$ cat src/rtl/z0_stream_pkg.sv
// Shared state type and default sizes for the z0 stream deserializer.
// Defining PARITY_CHECK_EN adds the PARITY state to the decoder.
package z0_stream_pkg;

   localparam int Z0_DATA_W_DEF     = 8;
   localparam int Z0_FIFO_DEPTH_DEF = 4;

`ifdef PARITY_CHECK_EN
   typedef enum logic [1:0] {
      ST_IDLE   = 2'd0,
      ST_DATA   = 2'd1,
      ST_PARITY = 2'd2,
      ST_STOP   = 2'd3
   } z0_state_e;
`else
   typedef enum logic [1:0] {
      ST_IDLE   = 2'd0,
      ST_DATA   = 2'd1,
      ST_STOP   = 2'd3
   } z0_state_e;
`endif

endpackage

$ cat src/rtl/z0_byte_fifo.sv
// First-word-fall-through payload FIFO; push while full is accepted only
// when a pop frees the head slot in the same cycle.
module z0_byte_fifo
   import z0_stream_pkg::*;
#(
   parameter int DATA_W     = Z0_DATA_W_DEF,
   parameter int FIFO_DEPTH = Z0_FIFO_DEPTH_DEF
) (
   input  logic                          clk,
   input  logic                          rst_n,
   input  logic                          push,
   input  logic [DATA_W-1:0]             push_data,
   input  logic                          pop,
   output logic [DATA_W-1:0]             head,
   output logic                          full,
   output logic                          empty,
   output logic [$clog2(FIFO_DEPTH):0]   count
);

   localparam int PTR_W = $clog2(FIFO_DEPTH);
   localparam int CNT_W = PTR_W + 1;

   logic [DATA_W-1:0] mem [FIFO_DEPTH];
   logic [PTR_W-1:0]  wr_ptr;
   logic [PTR_W-1:0]  rd_ptr;
   logic              do_push;
   logic              do_pop;

   assign full    = (count == CNT_W'(FIFO_DEPTH));
   assign empty   = (count == '0);
   assign do_pop  = pop & ~empty;
   assign do_push = push & (~full | do_pop);

   // Head is forced to zero when empty so the output never exposes stale entries.
   assign head = empty ? '0 : mem[rd_ptr];

   always_ff @(posedge clk) begin
      if (do_push) begin
         mem[wr_ptr] <= push_data;
      end
   end

   always_ff @(posedge clk or negedge rst_n) begin
      if (!rst_n) begin
         wr_ptr <= '0;
         rd_ptr <= '0;
         count  <= '0;
      end else begin
         if (do_push) begin
            wr_ptr <= wr_ptr + PTR_W'(1);
         end
         if (do_pop) begin
            rd_ptr <= rd_ptr + PTR_W'(1);
         end
         case ({do_push, do_pop})
            2'b10:   count <= count + CNT_W'(1);
            2'b01:   count <= count - CNT_W'(1);
            default: count <= count;
         endcase
      end
   end

endmodule

$ cat src/rtl/z0_stream_deserializer.sv
// Serial frame decoder (start, DATA_W bits LSB first, [parity], stop) feeding a
// payload FIFO. Optional even-parity check is enabled with PARITY_CHECK_EN.
module z0_stream_deserializer
   import z0_stream_pkg::*;
#(
   parameter int DATA_W     = Z0_DATA_W_DEF,
   parameter int FIFO_DEPTH = Z0_FIFO_DEPTH_DEF
) (
   input  logic                          my_clk,
   input  logic                          global_reset,
   input  logic                          z0_in,
   input  logic                          bit_valid,
   output logic [DATA_W-1:0]             out_data,
   output logic                          out_valid,
   input  logic                          out_ready,
   output logic [$clog2(FIFO_DEPTH):0]   fifo_count,
   output logic                          err_frame,
   output logic                          err_overflow
);

   localparam int CNT_W = $clog2(DATA_W);

   z0_state_e         state;
   logic [CNT_W-1:0]  bit_cnt;
   logic [DATA_W-1:0] shreg;
   logic              stop_smp;
   logic              frame_good;
   logic              frame_bad;
   logic              fifo_full;
   logic              fifo_empty;
   logic              fifo_pop;
   logic              frame_drop;

`ifdef PARITY_CHECK_EN
   logic              par_err;
`endif

   assign stop_smp = bit_valid & (state == ST_STOP);

`ifdef PARITY_CHECK_EN
   assign frame_good = stop_smp & z0_in & ~par_err;
   assign frame_bad  = stop_smp & (~z0_in | par_err);
`else
   assign frame_good = stop_smp & z0_in;
   assign frame_bad  = stop_smp & ~z0_in;
`endif

   assign out_valid  = ~fifo_empty;
   assign fifo_pop   = out_ready & ~fifo_empty;
   assign frame_drop = frame_good & fifo_full & ~fifo_pop;

   always_ff @(posedge my_clk or negedge global_reset) begin
      if (!global_reset) begin
         state        <= ST_IDLE;
         bit_cnt      <= '0;
         shreg        <= '0;
         err_frame    <= 1'b0;
         err_overflow <= 1'b0;
`ifdef PARITY_CHECK_EN
         par_err      <= 1'b0;
`endif
      end else begin
         err_frame    <= frame_bad;
         err_overflow <= frame_drop;
         if (bit_valid) begin
            case (state)
               ST_IDLE: begin
                  if (!z0_in) begin
                     state   <= ST_DATA;
                     bit_cnt <= '0;
                  end
               end
               ST_DATA: begin
                  shreg[bit_cnt] <= z0_in;
                  if (bit_cnt == CNT_W'(DATA_W - 1)) begin
                     bit_cnt <= '0;
`ifdef PARITY_CHECK_EN
                     state   <= ST_PARITY;
`else
                     state   <= ST_STOP;
`endif
                  end else begin
                     bit_cnt <= bit_cnt + CNT_W'(1);
                  end
               end
`ifdef PARITY_CHECK_EN
               // Even parity: data ones plus the parity bit must be even.
               ST_PARITY: begin
                  par_err <= (^shreg) ^ z0_in;
                  state   <= ST_STOP;
               end
`endif
               ST_STOP: begin
                  state <= ST_IDLE;
               end
               default: begin
                  state <= ST_IDLE;
               end
            endcase
         end
      end
   end

   z0_byte_fifo #(
      .DATA_W     (DATA_W),
      .FIFO_DEPTH (FIFO_DEPTH)
   ) u_fifo (
      .clk       (my_clk),
      .rst_n     (global_reset),
      .push      (frame_good),
      .push_data (shreg),
      .pop       (fifo_pop),
      .head      (out_data),
      .full      (fifo_full),
      .empty     (fifo_empty),
      .count     (fifo_count)
   );

endmodule

$ cat config.mk
export PLATFORM = sky130hd
export DESIGN_NAME = z0_stream_deserializer
export DESIGN_NICKNAME = d
export VERILOG_FILES = /design/src/rtl/z0_stream_pkg.sv /design/src/rtl/z0_byte_fifo.sv /design/src/rtl/z0_stream_deserializer.sv
export SDC_FILE = /design/constraint.sdc
export NUM_CORES = 1
export LEC_CHECK = 0
export CAP_MARGIN = 20
export CORE_MARGIN = 2
export CORE_UTILIZATION = 51
export CTS_BUF_LIST = sky130_fd_sc_hd__clkbuf_16
export CTS_CLUSTER_SIZE = 25
export DETAILED_ROUTE_END_ITERATION = 12
export PLACE_DENSITY = 0.83
export SLEW_MARGIN = 20
export SYNTH_ARGS = -nofsm -noshare
export SYNTH_HDL_FRONTEND = slang
export SYNTH_SLANG_ARGS = --single-unit
$ cat constraint.sdc
create_clock -name my_clk -period 2.03 [get_ports my_clk]
set_input_delay 0.3045 -clock my_clk [delete_from_list [all_inputs] [get_ports my_clk]]
set_output_delay 0.3045 -clock my_clk [all_outputs]
set_load 0.005 [all_outputs]
After elaboration in Yosys (flattened, before gate mapping)
Memory sizes are Yosys's and may differ from the RTL's. Cells that the tools add are included.

Add/subtract/negate cells: 5. Magnitude comparators: 2. Eq/ne operators: 8. Mux-type cells: 13. Bitwise operators: 13. Reduce and logical (&&, ||, !) cells: 8.

Operators by type and width (number): $pmux 3 s2 (2); $and 1x1->1 (8); $bwmux 8 (1); $mux 8 (1); $add 3x1->3 const B (2); $eq 3x3->1 const B (2); $mux 3 (2); $reduce_and 3->1 (2); $add 2x1->2 const B (2); $eq 2x1->1 const B (2); $eq 2x2->1 const B (2); $lt 3x4->1 const B (1); $mux 2 (2); $ne 2x2->1 const B (2); $not 1->1 (4); $pmux 2 s2 (1); $reduce_bool 2->1 (2); $demux 1 s3 (1); $ge 3x1->1 const B (1); $logic_not 3->1 (1); $mux 1 (3); $sub 3x1->3 const B (1); $logic_not 2->1 (1); $reduce_and 2->1 (1); 2 further kinds (2).

Register bits: 22. RAM bits: 32. Bits of input ports: 5. Memories: 1.

Memories: u_fifo.mem (depth 4, bits a word 8, read ports 1, clocked after Yosys merged registers in 0, write ports 1, line z0_byte_fifo.sv:23) `logic [DATA_W-1:0] mem [FIFO_DEPTH];`.

Logic depth before layout (Yosys ltp)
Gate-level depths: netlist of the first run.

Depth in word-level cells: 8. Mapped depth: 10. Gate-level depth less buffers: 9.

By module
From an unflattened synthesis of the first run, not the netlist that was laid out.

Cells, all modules: 148. Area, all modules: 2364.8 µm².

Modules (own cells, without submodules): z0_byte_fifo (instances 1, cells each 90, area an instance 1645.3 µm², sequential area each 1136.1 µm²); z0_stream_deserializer (instances 1, cells each 58, area an instance 719.4 µm², sequential area each 375.4 µm²).

Least setup slack after synthesis of the first run
Ideal clock, no wire load.

Path type: reg-to-reg. Start: reg u_fifo.count[0]. End: reg u_fifo.count[2]. Setup time: 0.079 ns. Data arrival time: 2.083 ns. Slack: -0.133 ns. Cell stages (with the launch flop): 10. Buffers on the path: 0. Clock period less this slack: 2.163 ns. Cell sequence: dfrtp_1 -> or4b_4 -> nor2b_4 -> inv_1 -> ha_1 -> inv_1 -> fa_1 -> xor2_1 -> nor2_1 -> xor2_1.

Cells in the longest elaborated chain, start to end: 8.

RTL lines: start: declaration (line z0_byte_fifo.sv:17) `output logic [$clog2(FIFO_DEPTH):0] count`; start signal: assignment (line z0_byte_fifo.sv:56) `2'b10: count <= count + CNT_W'(1);`; start signal: assignment (line z0_byte_fifo.sv:57) `2'b01: count <= count - CNT_W'(1);`; start signal: assignment (line z0_byte_fifo.sv:58) `default: count <= count;`; $logic_not 3->1 (line z0_byte_fifo.sv:30) `assign empty = (count == '0);`; $not 1->1 (line z0_byte_fifo.sv:31, z0_stream_deserializer.sv:49); $and 1x1->1 (line z0_stream_deserializer.sv:49) `assign fifo_pop = out_ready & ~fifo_empty;`; $and 1x1->1 (line z0_byte_fifo.sv:31) `assign do_pop = pop & ~empty;`; $or 1x1->1 (line z0_byte_fifo.sv:32) `assign do_push = push & (~full | do_pop);`; $and 1x1->1 (line z0_byte_fifo.sv:32); $eq 2x1->1 or $eq 2x2->1 (tied branches) (line z0_byte_fifo.sv:55) `case ({do_push, do_pop})`; $pmux 3 s2 or $reduce_bool 2->1 (tied branches).

Several ways; a longest one is shown, not always the timed one. A chain may end at the register's enable or synchronous reset.

Worst setup path after layout of the first run
Start: reg u_fifo.count[1]. End: reg u_fifo.count[2].

The elaborated chain is that of the path after synthesis.

==> impl_results.md, run 1 <==
- Global-route wire length before repair: about 6.7 mm
- Top cells by area, synth: edfxtp_1 (41%), dfrtp_1 (24%), mux4_2 (7.7%)
- RSZ-0062 raised after global routing: true
- Initial antenna violation count: 0
- Top_reg_cell synth: edfxtp_1
- Htree depth: 2
- Initial DRC count: 126
- Adder-cell share of the synthesized area: 0.0462
- Seq/Total Area, Yosys: 0.649
- Total power: 4040 µW
- Routed WL per cell: 18.4 µm
- Clk buf depth: 2
- Setup crit start kind: flip-flop
- DR DRC count: 0
- Pin count of the biggest net entering global routing: 23
- GRT overflow: 0
- Die width: 71.6 µm
- Asr flop ratio synth: 0.407
- Final Max Tran Viols: 0
- Hold Fails Final Rpt: 0
- R2r setup slk: -110 ps
- Critical setup path kind: reg2reg
- Port Buffers: 18
- Worst-skew pair later-pin latency: 290 ps
- Count leader, synth: edfxtp_1
- R2R Path End: u_fifo.count[2]
- Share of the synthesized area in the top cell type: 0.413
- GRT Util Overall: 0.182
- Post-Syn Instances: 146
- CP Data Arrival Time: 2360 ps
- Hold WC Path Type: in2async
- Mapped Avg Cell Area: about 16 µm²
- Area added between synthesis and finish: 24.9%
- Status: complete, but fails checks
- Final wirelength: between 4 and 5 mm
- Post-synthesis simple-gate area fraction: 0.102
- Slew of the pin with the lowest slew margin: around 440 ps
- Nets: 198
- Fill count: between 200 and 300
- Placement-stage cell area: 0.00265 mm²
- Vias: 1301
- Final Cycle Share: 1.05
- Commonest cells in the netlist: edfxtp_1 (32), dfrtp_1 (22), and2_1 (13)
- Placer Congestion: 0.754
- Post-Route Skew: 8.28 ps
- Starting density of the core: 0.531
- Num CTS Buffers: 5
- Syn Nets: approximately 160
- Largest family of logic cells by synthesized area: multiplexers
- Core Box Area: 0.00438 mm²
- Count of final setup violators: 4
- Fin crit period: approximately 2100 ps
- Power per standard cell area: between 1000 and 1500 mW/mm²
- Achievable Freq: roughly 470 MHz
- Clock root buffer: clkbuf_16
- IR drop worst, VDD: between 500 and 600 µV
- Mux contribution to synthesized area: 0.122
- Reg-to-Reg Start: u_fifo.count[1]
- CTS tree: built
- Synthesized cell area: 0.00233 mm²
- Critical Path RT: 2250 ps
- Yosys warning count: 0
- Post-synth EDFFs: 32
- Slew headroom: 0.708
- Failing checks: setup timing
- Vias in the first global route: 1387
- Library cells used by synthesis: 35
- Pre-antenna DRT Iters: 4
- Overall die height: 71.6 µm
- Row count: 24
- Critical Path End Type: flip-flop
- I/O pin cnt: 19
- Leakage Power: 0.00117 µW
- Cell area after layout: 0.00291 mm²
- R2r worst-path depth: 9
- Layout cell share with drive strength beyond 1: 0.360
- Pre-CTS setup slack: -510 ps
- Vias per Instance: 5.47
- #FFs+latches synth: 54
- TNS Setup: -135 ps
- Number of max-cap violations: 0
- Compound-Gate Fraction of Synth Area: 0.0269
- Leading area contributor after synthesis: edfxtp_1
- Die area: a little over 0.005 mm²
- CP max FO: 2
- Post-route ant nets: 0
- XOR/XNOR share of the synthesized area: 0.0226
- N_diodes: 0
- Clock Sink Count: 54
- Detailed placer's ending HPWL: between 2 and 3 mm
- Clk slew on worst S/H paths: 70 ps
- Worst setup margin: -108 ps
[flip-flops by register name, summed over array words and instances (netlist names)]
register and flops:
u_fifo.count 3, u_fifo.mem 32, bit_cnt 3, err_frame 1
u_fifo.wr_ptr 2, state 2, err_overflow 1, u_fifo.rd_ptr 2
shreg 8
[cell usage in the layout, fill, tap and decap left out, types with 5 or more instances in the layout]
cell	instances
edfxtp_1	32
dfrtp_1	22
buf_4	15
mux4_2	8
clkdlybuf4s50_1	8
and2_4	7
inv_1	7
ha_1	6
clkbuf_16	6
clkbuf_2	6
nor2_1	5
[final cells by class]
type | instances | area [µm²] | area share
flip-flops and latches | 54 | 1510 | 0.520
multi-input cells | 76 | 787 | 0.271
repair buffers | 39 | 368 | 0.127
clock buffers | 5 | 125 | 0.0430
well taps | 52 | 65.1 | 0.0224
inverters | 9 | 33.8 | 0.0116
clock inverters | 3 | 16.3 | 0.00560
[critical path: stages, from the launching register on]
cell and delay, ps:
dfrtp_1 380, or4b_4 540, nor2b_4 150, inv_2 60
ha_4 130, inv_2 40, fa_2 330, xor2_1 150
nor2_1 140, xor2_1 150
[kinds of logic (layout without fill, tap and decap cells)]
logic type | count (synthesis) | after routing
compound gates | 9 | 9
xor+xnor | 6 | 6
fa+ha+maj | 8 | 8
buf+inv | 16 | 56
flops | 54 | 54
mux | 17 | 17
simple gates | 36 | 36
[how the worst max path moves through the flow]
stage	start	end	slack, ps	cells past startpoint
global route	u_fifo.count[1]	u_fifo.count[2]	-230	9
floorplan	u_fifo.count[1]	u_fifo.count[2]	-100	9
detailed placement	out_ready	u_fifo.count[2]	-510	10
CTS	u_fifo.count[1]	u_fifo.count[2]	-180	9
finish	u_fifo.count[1]	u_fifo.count[2]	-110	9
global placement	out_ready	u_fifo.count[2]	-400	10
[where the power goes]
part,switching (µW),internal [µW]
registers,262,1450
logic,548,950
clock network,373,452
total,1180,2850
[metrics by stage]
stage,hold WS [ps],std cells,util
2_1_floorplan,8.91,146,-
3_3_place_gp,490,222,0.604
3_5_place_dp,504,222,0.604
4_1_cts,360,235,0.652
5_1_grt,382,238,0.663
6_report,356,238,0.663
[layer usage]
layer / share of wire / track usage
met5: 0 / 0
met4: 0.023 / 0.0943
met3: 0.041 / 0.0534
met2: 0.54 / 0.308
met1: 0.40 / 0.209
[repair_timing]
item                                    in CTS  in global routing
pin swaps                                   11                  5
endpoints found under the hold margin        0                  0
hold buffers                                 0                  0
gates resized for setup                     31                 19
endpoints found under the setup margin      11                  8
buffers inserted                             4                  2
gates cloned                                 1                  1
Note: power is estimated with default switching activity, not from simulation.
==> inputs of run 2 (changes only) <==
- CELL_PAD_IN_SITES_DETAIL_PLACEMENT: unset -> 0
- CELL_PAD_IN_SITES_GLOBAL_PLACEMENT: unset -> 1
- CORE_UTILIZATION: 51 -> 43
==> run 2 against run 1 <==
Against the previous run:
- critical endpoint unchanged
- power is 4.1% lower
- maximum frequency is 1.0% higher
- register-to-register slack better by 20 ps
- die area is 18% higher
- the run still ends with setup timing left
- sequential share of layout area is 0.47 points higher
- sequential power hardly changed
- largest cell class unchanged
- wire length is 11% lower
- first-iteration DRC count is 24% lower
- core utilization is 11 points lower
- critical path depth stayed put
- largest power group unchanged
- worst setup slack better by 22 ps
==> impl_results.md, run 2 (synthesis gave the netlist of run 1 again) <==
- Critical Path RT: 2230 ps (-20 ps)
- GRT Util Overall: 0.145 (-0.0370)
- IR drop worst, VDD: 570 µV (+9.7%)
- Nets: 196 (-1.0%)
- Count of final setup violators: 1 (-3)
- Biggest regs: u_fifo.mem x32, shreg x8
- Vias: 1301 (unchanged)
- R2r setup slk: -90 ps (+20 ps)
- Worst setup margin: -86.4 ps (+21.8 ps)
- Overall die height: 77.6 µm (+8.4%)
- Most frequent cells in the layout: edfxtp_1 (32), dfrtp_1 (22), buf_4 (12)
- Post-route ant nets: 0 (unchanged)
- Achievable Freq: 473 MHz (+1.0%)
- Die width: 77.6 µm (+8.4%)
- Setup crit start kind: flip-flop
- Vias in the first global route: 1338 (-3.5%)
- Register with the most flip-flops: u_fifo.mem
- I/O pin cnt: 19 (unchanged)
- CP Data Arrival Time: 2320 ps (-40 ps)
- Initial antenna violation count: 0 (unchanged)
- R2R Path End: u_fifo.count[2]
- Fin crit period: 2120 ps (-21.8 ps)
- Status: complete, but fails checks
- Most common cell after layout, fill and taps aside: edfxtp_1
- Area added between synthesis and finish: 23.8%
- Vias per Instance: 5.12 (-6.3%)
- Worst-skew pair later-pin latency: 280 ps (about the same)
- Final Cycle Share: 1.04 (-0.0108)
- Leakage Power: 0.00114 µW (-2.7%)
- Htree depth: 2 (unchanged)
- Final wirelength: 3.89 mm (-11%)
- Cell area after layout: 0.00288 mm² (-0.90%)
- GRT overflow: 0 (unchanged)
- Clk buf depth: 2 (unchanged)
- Number of max-cap violations: 0 (unchanged)
- Starting density of the core: 0.450 (-0.0809)
- RSZ-0062 raised after global routing: true
- Die area: 0.00602 mm² (+18%)
- DR DRC count: 0 (unchanged)
- Clk slew on worst S/H paths: 60 ps (about the same)
- Core Box Area: 0.00517 mm² (+18%)
- Pre-antenna DRT Iters: 4 (unchanged)
- Pin count of the biggest net entering global routing: 23 (unchanged)
- Layout cell share with drive strength beyond 1: 0.310 (-0.0504)
- TNS Setup: -86.4 ps (+48.7 ps)
- Clock root buffer: clkbuf_16
- Port Buffers: 18 (unchanged)
- CP max FO: 2 (unchanged)
- Critical Path End Type: flip-flop
- Placement-stage cell area: 0.00267 mm² (+0.85%)
- Clock Sink Count: 54 (unchanged)
- Row count: 26 (+8.3%)
- Power per standard cell area: 1340 mW/mm² (-3.3%)
- Max FFs per register: 32 (unchanged)
- Placer Congestion: 0.739 (-2.0%)
- Global-route wire length before repair: 6.56 mm (-1.8%)
- Post-Route Skew: 4.69 ps (-3.59 ps)
- Detailed placer's ending HPWL: 2.62 mm (-5.9%)
- Critical setup path kind: reg2reg
- Reg-to-Reg Start: u_fifo.count[0]
- Final Max Tran Viols: 0 (unchanged)
- Slew of the pin with the lowest slew margin: 455 ps (+17.2 ps)
- Slew headroom: 0.697 (-0.0115)
- CTS tree: built
- N_diodes: 0 (unchanged)
- Failing checks: setup timing
- Hold WC Path Type: in2async
- R2r worst-path depth: 9 (unchanged)
- Routed WL per cell: 15.3 µm (-17%)
- Num CTS Buffers: 5 (unchanged)
- Initial DRC count: 96 (-24%)
- Hold Fails Final Rpt: 0 (unchanged)
-- run 2: worst max-delay path by stage --
stage               startpoint               to  slack, ps  cells after the start
2_1_floorplan  u_fifo.count[1]  u_fifo.count[2]       -100                      9
3_3_place_gp         out_ready  u_fifo.count[2]       -410                     10
3_5_place_dp         out_ready  u_fifo.count[2]       -500                     10
4_1_cts        u_fifo.count[1]  u_fifo.count[2]       -140                      9
5_1_grt        u_fifo.count[0]  u_fifo.count[2]       -190                      9
6_report       u_fifo.count[0]  u_fifo.count[2]        -90                      9
-- run 2: critical path: stages, from the launching register on --
cell and delay [ps]:
dfrtp_1 390, or4b_4 530, nor2b_4 150, inv_2 60
ha_4 120, inv_2 30, fa_2 320, xor2_1 140
nor2_1 130, xor2_1 160
-- run 2: timing repair --
action,in CTS,in global routing
resized for setup,31,15
buffers inserted,4,1
pin swaps,10,7
endpoints found under the setup margin,11,7
cloned,2,0
hold buffers,0,0
endpoints found under the hold margin,0,0
-- run 2: through the flow --
step           setup WS (ps)  power [µW]   util  std cells  hold slack (ps)
4_1_cts                 -136        3900  0.556        254              380
5_1_grt                 -189        4110  0.557        254              410
3_3_place_gp            -410        2910  0.517        240              489
6_report               -86.4        3870  0.557        254              376
2_1_floorplan           -102        2400      -        146             8.91
3_5_place_dp            -499        3000  0.517        240              516
-- run 2: cell type report --
type | count | area, µm²
clock buffers | 5 | 125
clock inverters | 3 | 12.5
fillers | 406 | 2290
inverters | 9 | 33.8
multi-input cells | 76 | 774
flip-flops and latches | 54 | 1510
well taps | 70 | 87.6
repair buffers | 37 | 335
-- run 2: report_power, final --
group	switching (µW)	internal, µW
clock	334	446
combinational	504	878
sequential	256	1450
-- run 2: layer usage --
layer	vias up	track usage	share of wire
li1	606	-	-
met3	9	0.0314	0.027
met5	-	0	0
met4	0	0.0679	0.023
met1	664	0.178	0.43
met2	22	0.244	0.52
==> inputs of run 3 (changes only) <==
- CTS_CLUSTER_DIAMETER: unset -> 200
- SKIP_CTS_REPAIR_TIMING: unset -> 1
==> run 3 against run 2 <==
Against the previous run:
- non-clock buffer count decreased by 1
- clock skew about the same
- register-to-register slack is essentially flat
- die area stayed put
- the flow still finishes with violations (setup timing)
- worst setup slack got worse by 12 ps
- critical endpoint unchanged
==> impl_results.md, run 3 (synthesis gave the netlist of run 1 again) <==
- Biggest regs: u_fifo.mem x32, shreg x8
- GRT Util Overall: 0.137 (-0.00761)
- Overall die height: 77.6 µm (unchanged)
- Hold Fails Final Rpt: 0 (unchanged)
- CP Data Arrival Time: 2330 ps (about the same)
- Final Cycle Share: 1.05 (+0.00595)
- Starting density of the core: 0.450 (unchanged)
- Htree depth: 2 (unchanged)
- Crit-path max cell delay: 550 ps (+20 ps)
- Hold EP: err_overflow
- Reg-to-Reg Start: u_fifo.count[1]
- Vias per Instance: 5.14 (+0.40%)
- Leakage Power: 0.00121 µW (+6.4%)
- Die width: 77.6 µm (unchanged)
- Failing checks: setup timing
- Global-route wire length before repair: 6.27 mm (-4.5%)
- RSZ-0062 raised after global routing: true
- Min Hold Slack: 347 ps (-28.4 ps)
- R2r worst-path depth: 9 (unchanged)
- Post-Route Skew: 4.49 ps (-0.197 ps)
- Critical Path End Type: flip-flop
- Core Box Area: 0.00517 mm² (unchanged)
- Hold WC Path Type: in2reg
- Pin count of the biggest net entering global routing: 23 (unchanged)
- Clock root buffer: clkbuf_16
- Most common cell after layout, fill and taps aside: edfxtp_1
- P_int: 2770 µW (-0.21%)
- N_diodes: 0 (unchanged)
- Clock network power share: 0.203 (+0.002)
- Register with the most flip-flops: u_fifo.mem
- Slew headroom: 0.693 (-0.00403)
- CTS tree: built
- Layout cell share with drive strength beyond 1: 0.251 (-0.0584)
- Clock Sink Count: 54 (unchanged)
- Vias in the first global route: 1302 (-2.7%)
- P_sw: 1060 µW (-3.0%)
- Hold path cells: 3
- Switching part of the total power: 0.277 (-0.00581)
- Pre-antenna DRT Iters: 4 (unchanged)
- Slew of the pin with the lowest slew margin: 461 ps (+6.04 ps)
- Post-route ant nets: 0 (unchanged)
- R2R Path End: u_fifo.count[2]
- Port Buffers: 18 (unchanged)
- Status: complete, but fails checks
- Most frequent cells in the layout: edfxtp_1 (32), dfrtp_1 (22), buf_4 (15)
- Comb power frac: 0.352 (-0.005)
- Setup crit start kind: flip-flop
- Critical Path RT: 2230 ps (about the same)
- Cell area after layout: 0.00291 mm² (+0.96%)
- Area added between synthesis and finish: 24.9%
- Achievable Freq: 470 MHz (-0.57%)
- Worst setup margin: -98.5 ps (-12.1 ps)
- R2r setup slk: -100 ps (about the same)
- Final wirelength: 3.77 mm (-3.1%)
- Crit-path cells: or4b_4 > nor2b_4 > inv_2 > ha_4 > inv_2 > fa_2 > xor2_1 > nor2_1 > xor2_1
- Seq pwr share: 0.445 (+0.004)
- Placement-stage cell area: 0.00267 mm² (unchanged)
- Vias: 1301 (unchanged)
- Fin crit period: 2130 ps (+12.1 ps)
- CP max FO: 2 (unchanged)
- Hold wc startpoint: out_ready
- Count of final setup violators: 1 (unchanged)
- GRT overflow: 0 (unchanged)
- Routed WL per cell: 14.9 µm (-2.7%)
- Number of max-cap violations: 0 (unchanged)
- IR drop worst, VDD: 565 µV (-0.93%)
- Crit path from: u_fifo.count[1]
- Initial DRC count: 94 (-2.1%)
- Initial antenna violation count: 0 (unchanged)
- Clk slew on worst S/H paths: 60 ps (about the same)
- Placer Congestion: 0.739 (unchanged)
- Die area: 0.00602 mm² (unchanged)
- Pre-CTS setup slack: -499 ps (unchanged)
- DR DRC count: 0 (unchanged)
- Slowest cell on crit path: or4b_4
- Critical setup path kind: reg2reg
- Detailed placer's ending HPWL: 2.62 mm (unchanged)
- I/O pin cnt: 19 (unchanged)
- Power per standard cell area: 1320 mW/mm² (-2.0%)
- Clk buf depth: 2 (unchanged)
- Max FFs per register: 32 (unchanged)
- Num CTS Buffers: 5 (unchanged)
- TNS Setup: -98.5 ps (-12.1 ps)
- Nets: 195 (-0.51%)
- Final Max Tran Viols: 0 (unchanged)
- Row count: 26 (unchanged)
- Fill count: 397 (-2.2%)
- Total power: 3830 µW (-1.0%)
- Worst-skew pair later-pin latency: 280 ps (about the same)
## run 3: cell count changes in the layout (fill, tap and decap cells not counted), moves of 2 or more
cell / delta
and2_1: +2
dlymetal6s2s_1: +10
buf_8: +2
clkbuf_2: -5
buf_6: -8
dlygate4sd2_1: -2
buf_4: +3
and2_4: -2
## run 3: power by group through the flow
| stage | Sequential, µW | Clock (µW) | Combinational [µW] |
|---|---|---|---|
| after floorplan | 1610 | 0 | 794 |
| after global placement | 1700 | 0 | 1210 |
| after detailed placement | 1730 | 0 | 1270 |
| after CTS | 1710 | 800 | 1270 |
| after global routing | 1740 | 850 | 1480 |
| final | 1700 | 779 | 1350 |
## run 3: metrics by stage
step / std cells / util
after floorplan: 146 / -
after global placement: 240 / 0.517
after detailed placement: 240 / 0.517
after CTS: 248 / 0.543
after global routing: 253 / 0.562
final: 253 / 0.562
## run 3: how the worst max path moves through the flow
stage	endpoint	slack (ps)
after floorplan	u_fifo.count[2]	-100
final	u_fifo.count[2]	-100
after global routing	u_fifo.count[2]	-190
after global placement	u_fifo.count[2]	-410
after detailed placement	u_fifo.count[2]	-500
after CTS	out_data[6]	-230
## run 3: layer usage
metal | share of wire | up-vias | GRT usage
met5 | 0 | - | 0
met4 | 0.016 | 0 | 0.0607
met3 | 0.028 | 7 | 0.0302
met2 | 0.52 | 19 | 0.230
met1 | 0.43 | 675 | 0.171
li1 | - | 600 | -
## run 3: layout make-up
type	instances	area, µm²	share of cell area
multi-input cells	76	769	0.265
repair buffers	36	368	0.127
flip-flops and latches	54	1510	0.520
clock buffers	5	125	0.0430
inverters	9	33.8	0.0116
clock inverters	3	12.5	0.00430
well taps	70	87.6	0.0301
## run 3: critical path, delay by kind of cell (launching register included)
kind                     cells  cell delay [ps]
AND/OR/NAND/NOR              3              810
buffers and inverters        2               90
adder cells (fa/ha/maj)      2              450
flip-flops                   1              380
XOR/XNOR                     2              310
